--- src/rtl/pipe_reg_elastic_if.sv ---
//------------------------------------------------------------------------------
// Module      : pipe_reg_elastic_if
// Description : Bundle of the handshake, payload and status signals of one
//               elastic pipeline register.
//               master : the environment side (drives upstream payload,
//                        flush and downstream ready)
//               slave  : the register itself
//               Signals: in_valid/in_ready/in_data/in_nop (upstream),
//                        flush, out_valid/out_ready/out_data (downstream),
//                        occupancy, stall_cnt (status).
// Revision    : 1.0 - initial release
//------------------------------------------------------------------------------
`default_nettype none

interface pipe_reg_elastic_if #(
  parameter int WIDTH = 32,
  parameter int CNT_W = 16
) ();
  logic             in_valid;
  logic             in_ready;
  logic [WIDTH-1:0] in_data;
  logic             in_nop;
  logic             flush;
  logic             out_valid;
  logic             out_ready;
  logic [WIDTH-1:0] out_data;
  logic [1:0]       occupancy;
  logic [CNT_W-1:0] stall_cnt;

  modport master (
    output in_valid, in_data, in_nop, flush, out_ready,
    input  in_ready, out_valid, out_data, occupancy, stall_cnt
  );

  modport slave (
    input  in_valid, in_data, in_nop, flush, out_ready,
    output in_ready, out_valid, out_data, occupancy, stall_cnt
  );
endinterface

`default_nettype wire

--- src/rtl/pipe_reg_elastic.sv ---
//------------------------------------------------------------------------------
// Module      : pipe_reg_elastic
// Description : Elastic inter-stage pipeline register with 2-entry skid
//               buffer, NOP substitution, synchronous flush, registered
//               occupancy and a saturating back-pressure (stall) counter.
//               Ports: clk, rst_n (async, active-low), bus (slave modport of
//               pipe_reg_elastic_if carrying all handshake/data/status).
// Revision    : 1.0 - initial release
//------------------------------------------------------------------------------
`default_nettype none

module pipe_reg_elastic #(
  parameter int          WIDTH     = 32,
  parameter logic [31:0] NOP_VALUE = 32'h0000_0013,
  parameter int          CNT_W     = 16
) (
  input  wire logic          clk,
  input  wire logic          rst_n,
  pipe_reg_elastic_if.slave  bus
);

  localparam logic [WIDTH-1:0] c_nop_value = WIDTH'(NOP_VALUE);
  localparam logic [CNT_W-1:0] c_cnt_max   = {CNT_W{1'b1}};

  // State is the pair {main_valid, skid_valid}; 2'b01 is unreachable.
  localparam logic [1:0] ST_EMPTY = 2'b00;
  localparam logic [1:0] ST_ONE   = 2'b10;
  localparam logic [1:0] ST_FULL  = 2'b11;

  logic [WIDTH-1:0] r_main_data;
  logic             r_main_valid;
  logic [WIDTH-1:0] r_skid_data;
  logic             r_skid_valid;
  logic             r_in_ready;
  logic [1:0]       r_occupancy;
  logic [CNT_W-1:0] r_stall_cnt;

  logic [WIDTH-1:0] w_sel;
  logic             w_in_fire;
  logic             w_out_fire;
  logic [WIDTH-1:0] w_main_data_nxt;
  logic             w_main_valid_nxt;
  logic [WIDTH-1:0] w_skid_data_nxt;
  logic             w_skid_valid_nxt;

  assign w_sel      = bus.in_nop ? c_nop_value : bus.in_data;
  assign w_in_fire  = bus.in_valid & r_in_ready;
  assign w_out_fire = r_main_valid & bus.out_ready;

  always_comb begin
    w_main_data_nxt  = r_main_data;
    w_main_valid_nxt = r_main_valid;
    w_skid_data_nxt  = r_skid_data;
    w_skid_valid_nxt = r_skid_valid;

    if (bus.flush) begin
      // Only the valid bits clear; data registers keep their contents.
      w_main_valid_nxt = 1'b0;
      w_skid_valid_nxt = 1'b0;
    end else begin
      case ({r_main_valid, r_skid_valid})
        ST_EMPTY: begin
          if (w_in_fire) begin
            w_main_valid_nxt = 1'b1;
            w_main_data_nxt  = w_sel;
          end
        end
        ST_ONE: begin
          if (w_in_fire && w_out_fire) begin
            w_main_data_nxt = w_sel;
          end else if (w_in_fire) begin
            w_skid_valid_nxt = 1'b1;
            w_skid_data_nxt  = w_sel;
          end else if (w_out_fire) begin
            w_main_valid_nxt = 1'b0;
          end
        end
        ST_FULL: begin
          if (w_out_fire) begin
            w_main_data_nxt  = r_skid_data;
            w_skid_valid_nxt = 1'b0;
          end
        end
        default: begin
          // Unreachable encoding: fall back to EMPTY.
          w_main_valid_nxt = 1'b0;
          w_skid_valid_nxt = 1'b0;
        end
      endcase
    end
  end

  always_ff @(posedge clk or negedge rst_n) begin
    if (!rst_n) begin
      r_main_data  <= '0;
      r_main_valid <= 1'b0;
      r_skid_data  <= '0;
      r_skid_valid <= 1'b0;
      r_in_ready   <= 1'b1;
      r_occupancy  <= 2'd0;
      r_stall_cnt  <= '0;
    end else begin
      r_main_data  <= w_main_data_nxt;
      r_main_valid <= w_main_valid_nxt;
      r_skid_data  <= w_skid_data_nxt;
      r_skid_valid <= w_skid_valid_nxt;
      // Own flop so in_ready has no combinational path from any input.
      r_in_ready   <= ~w_skid_valid_nxt;
      r_occupancy  <= {1'b0, w_main_valid_nxt} + {1'b0, w_skid_valid_nxt};
      if (r_main_valid && !bus.out_ready && (r_stall_cnt != c_cnt_max)) begin
        r_stall_cnt <= r_stall_cnt + 1'b1;
      end
    end
  end

  assign bus.in_ready  = r_in_ready;
  assign bus.out_valid = r_main_valid;
  assign bus.out_data  = r_main_data;
  assign bus.occupancy = r_occupancy;
  assign bus.stall_cnt = r_stall_cnt;

endmodule

`default_nettype wire

--- src/flat_wrapper.sv ---
// flat-port wrapper written by rule: the top's interface ports become plain ports
module pipe_reg_elastic_flat 
#(
  parameter int          WIDTH     = 32,
  parameter logic [31:0] NOP_VALUE = 32'h0000_0013,
  parameter int          CNT_W     = 16
)
  (clk, rst_n, bus_in_valid, bus_in_data, bus_in_nop, bus_flush, bus_out_ready, bus_in_ready, bus_out_valid, bus_out_data, bus_occupancy, bus_stall_cnt);
  pipe_reg_elastic_if #(.WIDTH(WIDTH), .CNT_W(CNT_W)) bus_i ();
  input  wire logic clk;
  input  wire logic rst_n;
  input wire logic [$bits(bus_i.in_valid)-1:0] bus_in_valid;
  input wire logic [$bits(bus_i.in_data)-1:0] bus_in_data;
  input wire logic [$bits(bus_i.in_nop)-1:0] bus_in_nop;
  input wire logic [$bits(bus_i.flush)-1:0] bus_flush;
  input wire logic [$bits(bus_i.out_ready)-1:0] bus_out_ready;
  output wire logic [$bits(bus_i.in_ready)-1:0] bus_in_ready;
  output wire logic [$bits(bus_i.out_valid)-1:0] bus_out_valid;
  output wire logic [$bits(bus_i.out_data)-1:0] bus_out_data;
  output wire logic [$bits(bus_i.occupancy)-1:0] bus_occupancy;
  output wire logic [$bits(bus_i.stall_cnt)-1:0] bus_stall_cnt;
  assign bus_i.in_valid = bus_in_valid;
  assign bus_i.in_data = bus_in_data;
  assign bus_i.in_nop = bus_in_nop;
  assign bus_i.flush = bus_flush;
  assign bus_i.out_ready = bus_out_ready;
  assign bus_in_ready = bus_i.in_ready;
  assign bus_out_valid = bus_i.out_valid;
  assign bus_out_data = bus_i.out_data;
  assign bus_occupancy = bus_i.occupancy;
  assign bus_stall_cnt = bus_i.stall_cnt;
  pipe_reg_elastic #(.WIDTH(WIDTH), .NOP_VALUE(NOP_VALUE), .CNT_W(CNT_W)) u_core (.clk(clk), .rst_n(rst_n), .bus(bus_i));
endmodule
--- config.mk ---
export PLATFORM = sky130hd
export DESIGN_NAME = pipe_reg_elastic_flat
export DESIGN_NICKNAME = d
export VERILOG_FILES = /design/src/rtl/pipe_reg_elastic_if.sv /design/src/rtl/pipe_reg_elastic.sv /design/src/flat_wrapper.sv
export SDC_FILE = /design/constraint.sdc
export NUM_CORES = 1
export LEC_CHECK = 0
export ABC_AREA = 0
export ABC_CLOCK_PERIOD_IN_PS = 2550
export CORE_MARGIN = 3
export CORE_UTILIZATION = 54
export CTS_CLUSTER_SIZE = 14
export DETAILED_ROUTE_END_ITERATION = 7
export MAX_ROUTING_LAYER = met4
export PLACE_DENSITY = 0.95
export RECOVER_POWER = 50
export SLEW_MARGIN = 15
export SYNTH_ARGS = -nofsm -noshare
export SYNTH_HDL_FRONTEND = slang
export SYNTH_SLANG_ARGS = --single-unit
--- constraint.sdc ---
create_clock -name clk -period 2.55 [get_ports clk]
set_clock_uncertainty 0.05 [all_clocks]
set_input_delay 0.765 -clock clk [delete_from_list [all_inputs] [get_ports clk]]
set_output_delay 0.765 -clock clk [all_outputs]
set_load 0.03 [all_outputs]
# --- Word level (Yosys, flattened, before mapping) ---
# Index checks and enable logic that the tools add are counted.
totals:
  ff_bits: 85
  inputBits: 38
  output_inout_bits: 52
  elab_cells: 44
op_classes:
  add_sub_neg: 2
  eq_ne: 6
  n_mux: 16
  bitwise: 5
  n_reduce_logical: 8
op_table:
  columns: ["op", "n"]
  rows:
  - ["32-bit two-way mux", 4]
  - ["32-bit one-hot mux with 3 select lines", 1]
  - ["16-bit by 1-bit adder with 16-bit output, second input constant", 1]
  - ["16-bit != test, second input constant", 1]
  - ["1-bit two-way mux", 9]
  - ["2-bit by 1-bit != test with 1-bit output, second input constant", 3]
  - ["1-bit one-hot mux with 3 select lines", 2]
  - ["5-bit AND reduction", 1]
  - ["2-bit equality test, second input constant", 2]
  - ["4-bit AND reduction", 1]
  - ["1-bit logical AND", 3]
  - ["1-bit NOT", 3]
  - ["3-bit nonzero test", 1]
  - ["1-bit by 1-bit adder with 2-bit output", 1]
  - ["1-bit AND", 2]
  - ["2-bit zero test", 1]
  - ["1-bit zero test", 1]

# --- Longest topological paths before layout ---
logic_depth:
  depth_word: 7
  mapped_depth: 7
  depth_no_buf: 5

# --- Worst setup path before layout ---
# OpenSTA, ideal clock, no wires.
synth_timing:
  path_type: "input -> register"
  from: "input port bus_out_ready"
  to: "register u_core.r_stall_cnt[15], in the netlist u_core.bus.stall_cnt[15]"
  setup_time_ns: 0.080
  arrival_ns: 1.835
  t_required_ns: 2.420
  slack_ns: 0.584
  cell_stages: 4
  path_buffers: 0
  cell_sequence: "nand2b_1 -> or4_1 -> nor4_1 -> xor2_1"
synth_between:
  elab_chain_cells: 3
synth_rtl:
  columns: ["element", "line_no", "rtl"]
  rows:
  - ["start, declared", "flat_wrapper.sv:16", "input wire logic [$bits(bus_i.out_ready)-1:0] bus_out_ready;"]
  - ["1-bit zero test", "pipe_reg_elastic.sv:110", "if (r_main_valid && !bus.out_ready && (r_stall_cnt != c_cnt_max)) begin"]
  - ["1-bit logical AND (2 in series)", "pipe_reg_elastic.sv:110", null]
  - ["end signal, assigned", "pipe_reg_elastic.sv:111", "r_stall_cnt <= r_stall_cnt + 1'b1;"]
  - ["end, declared", "pipe_reg_elastic.sv:36", "logic [CNT_W-1:0] r_stall_cnt;"]
# Every way passes these cells.
# A chain may end at the register's enable or synchronous reset.

# --- Worst setup path in the final report ---
layout_timing:
  from: "input port bus_out_ready"
  to: "register u_core.r_skid_data[25]"
layout_between:
  elab_chain_cells: 4
layout_rtl:
  columns: ["element", "line_no", "rtl"]
  rows:
  - ["1-bit AND", "pipe_reg_elastic.sv:48", "assign w_out_fire = r_main_valid & bus.out_ready;"]
  - ["1-bit logical AND", "pipe_reg_elastic.sv:69", "if (w_in_fire && w_out_fire) begin"]
  - ["1-bit NOT (no source line)", null, null]
  - ["4-bit AND reduction (no source line)", null, null]
  - ["end signal, assigned", "pipe_reg_elastic.sv:105", "r_skid_data <= w_skid_data_nxt;"]
  - ["end, declared", "pipe_reg_elastic.sv:32", "logic [WIDTH-1:0] r_skid_data;"]
# Every way passes these cells.

==> key figures <==
Status
  • Status: complete, no violations

Synthesis
  • Prevailing post-synth register cell: dfrtp_1
  • Cell with the most instances after synthesis: dfrtp_1
  • Syn Std Cell Area: 0.00389 mm²
  • Syn_nets: 448
  • Seq/Total Area, Yosys: 0.547
  • Synth Register Bits: 85
  • Mean post-synth cell area: 9.53 µm²
  • Yosys Warn Count: 0
  • Post-synth top cells: dfrtp_1 (84), nand2b_1 (59), nand2_1 (41), nand3_1 (36), o21ai_0 (36)
  • Netlist cell types: 32
  • Post-synth ARST share: 1.00
  • Yosys top cell area share: 0.541
  • Leading post-synthesis cells by cell area: dfrtp_1 (54%), nand2b_1 (9.5%), a31oi_1 (4.7%)
  • Syn Inst Count: 408
  • Area leader, netlist: dfrtp_1
  • EDFF count, synth: 0

GRT
  • Vias in the first global route: 3145
  • Initial antenna violation count: 0
  • Largest net degree at the start of global routing: 65
  • GR Overflow Total: 0
  • All-Layer GR Usage: 0.229
  • First-pass GRT wire length: 14800 µm

Critical path
  • Crit path DAT: 2.55 ns
  • CP peak stage delay: 0.56 ns
  • Critical path fanouts, max: 64
  • Setup CP Type: input port to flop
  • CP endpoint kind: flop
  • Critical path's slowest cell: dlygate4sd3_1
  • CP Cell Sequence: dlygate4sd3_1 -> nand2b_1 -> or3_2 -> buf_4 -> nand2_1 -> o21ai_0
  • RR Startpoint: u_core.bus.stall_cnt[0]$_DFFE_PN0P_
  • Worst Path Buf+Inv: 2
  • Setup crit start: bus_out_ready
  • Cell class contributing the biggest share of worst-path delay: buffers and inverters
  • Worst EP required: 2.70 ns
  • CP Launch Type: input port

Timing
  • Worst-Margin Slew: 0.956 ns
  • Final hold vios: 0
  • Setup ws final: 0.148 ns
  • Slew headroom: 0.362
  • Final hold slack: 0.435 ns
  • Max-slew violations: 0
  • Fmax: 416 MHz
  • Tcrit/Tclk final: 0.942
  • Final min period: 2.40 ns
  • RSZ-0062 raised after global routing: false
  • Setup violations, final: 0

Detailed routing
  • First-pass DRT Iterations: 4
  • Met3 WL: 553 µm
  • Mean number of vias per cell: 5.39
  • Routed Antenna Nets: 0
  • Starting DRT DRC Count: 218
  • Drt drc: 0
  • Wire length on met1: 3740 µm
  • Routed WL per cell: 15.1 µm
  • Overall routed net length: 8930 µm
  • DR top layer: met4
  • Total number of vias: 3187
  • Routed length on met2: 4550 µm

Die
  • Die ar.: 0.00825 mm²
  • Die H: 90.8 µm
  • Die width: 90.8 µm
  • Core Region: 0.00687 mm²
  • Io pins: 90
  • Row cnt: 30
  • Initial core utilization: 0.566

Clock network
  • CTS tree: yes
  • Post-CTS Hold Buffers: 0
  • CTS Buffer Depth: 2
  • Clock root cell: clkbuf_8
  • Setup Buffers After CTS: 0
  • H-tree depth: 3
  • Clock-pin slew on the worst setup and hold paths: 0.08 ns
  • Post_cts resized: 0
  • Clock latency on the worst-skew pair: 0.34 ns
  • CTS Sinks: 85
  • Num CTS Buffers: 9

Cells and area
  • Layout area overhead: 29.9%
  • Multi-input logic area: 0.00159 mm²
  • Fin nets: 530
  • Final Non-Filler Cells: 591
  • Storage element area: 0.00213 mm²
  • Fin area: 0.00505 mm²
  • Share of cells above drive strength 1: 0.0606
  • Diode count: 0
  • Fill cell count: 523

Pwr
  • Pleak: 2.14 nW
  • Switching part of the total: 0.327
  • VDD IR max: 0.452 mV
  • Clk pwr share: 0.258
  • Combinational power share: 0.264
  • NetSw: 0.00121 W
  • Pint: 0.00248 W
  • Sequential power share: 0.478
  • Pwr dens: 730 mW/mm²
  • Overall power: 0.00369 W

Place
  • DP Worst Slack: -0.00388 ns
  • Dpl cell area: 0.00488 mm²
  • Buffers added on ports: 89
  • Final HPWL DP: 6040 µm
  • Placer congestion estimate: 0.921
  • Placed insts: 575

Worst hold path
  • HP Start: u_core.r_skid_data[8]$_DFFE_PN0P_
  • Tightest Hold Check Type: flop to flop

Run
  • Max Cap Viol: 0
[final cells by class]
type                    instances  share of cell area
clock inverters                 5              0.0119
clock buffers                  11              0.0280
repair buffers                101               0.195
inverters                       7             0.00520
well taps                      96              0.0238
multi-input cells             286               0.314
flip-flops and latches         85               0.421
[layer usage]
layer  vias up  GRT usage
met5         -          -
met2       114      0.380
met3         8     0.0492
li1       1552          -
met4         0     0.0741
met1      1513      0.281
[registers in the layout, indices dropped and copies added (netlist names)]
signal	flops
u_core.bus.out_data	32
u_core.r_skid_data	32
u_core.bus.occupancy	2
u_core.r_skid_valid	1
u_core.bus.in_ready	1
u_core.bus.out_valid	1
u_core.bus.stall_cnt	16
[power by group through the flow]
stage	combinational, W	sequential [W]	clock (W)
floorplan	0.000300	0.00200	0
global placement	0.000952	0.00177	0
detailed placement	0.000989	0.00178	0
CTS	0.000992	0.00176	0.000970
global route	0.00105	0.00179	0.00102
finish	0.000972	0.00176	0.000953
[cell families (layout without fill, tap and decap cells)]
group	count (synthesis)	after routing	synth area share
xor+xnor	14	14	0.0315
mux	1	1	0.00290
compound gates	73	73	0.113
buf+inv	37	124	0.0438
simple gates	196	196	0.255
fa+ha+maj	2	2	0.00644
flops	85	85	0.547
[worst register-to-register path, cell delays in order (launching register included)]
cell and delay (ns):
dfrtp_1 0.48, ha_1 0.24, nand4_1 0.16, nor4_1 0.38
clkbuf_1 0.33, nor2_1 0.12, mux2_2 0.29
[metrics by stage]
stage               TNS [ns]  utilization
floorplan                  0            -
global placement           0        0.710
detailed placement  -0.00388        0.710
CTS                        0        0.740
global route               0        0.735
finish                     0        0.735
[cell usage in the layout (no fill, tap or decap), types with 2 or more instances in the layout]
master	count
a21oi_1	2
a31oi_1	29
and3_1	2
buf_12	2
buf_4	7
clkbuf_1	4
clkbuf_8	10
clkdlybuf4s50_1	86
clkinv_4	2
dfrtp_1	84
ha_1	2
inv_1	7
nand2_1	41
nand2b_1	59
nand3_1	36
nand4_1	5
nor2_1	35
nor3_1	6
nor4_1	5
o211ai_1	3
o21ai_0	36
xnor2_1	2
xor2_1	12
[path summary, 6_finish.rpt]
| kind | cells after the start | slack, ns | to |
|---|---|---|---|
| worst min register to register | 2 | 0.44 | u_core.r_skid_data[8]$_DFFE_PN0P_ |
| max in group asynchronous | 2 | 1.16 | u_core.bus.out_data[16]$_DFFE_PN0P_ |
| min in group asynchronous | 1 | 0.50 | u_core.bus.occupancy[1]$_DFF_PN0_ |
| worst min-delay path | 2 | 0.44 | u_core.r_skid_data[8]$_DFFE_PN0P_ |
| worst max register to register | 6 | 0.39 | u_core.bus.stall_cnt[1]$_DFFE_PN0P_ |
| worst max-delay path | 6 | 0.15 | u_core.r_skid_data[25]$_DFFE_PN0P_ |
(Power assumes the default switching activity.)
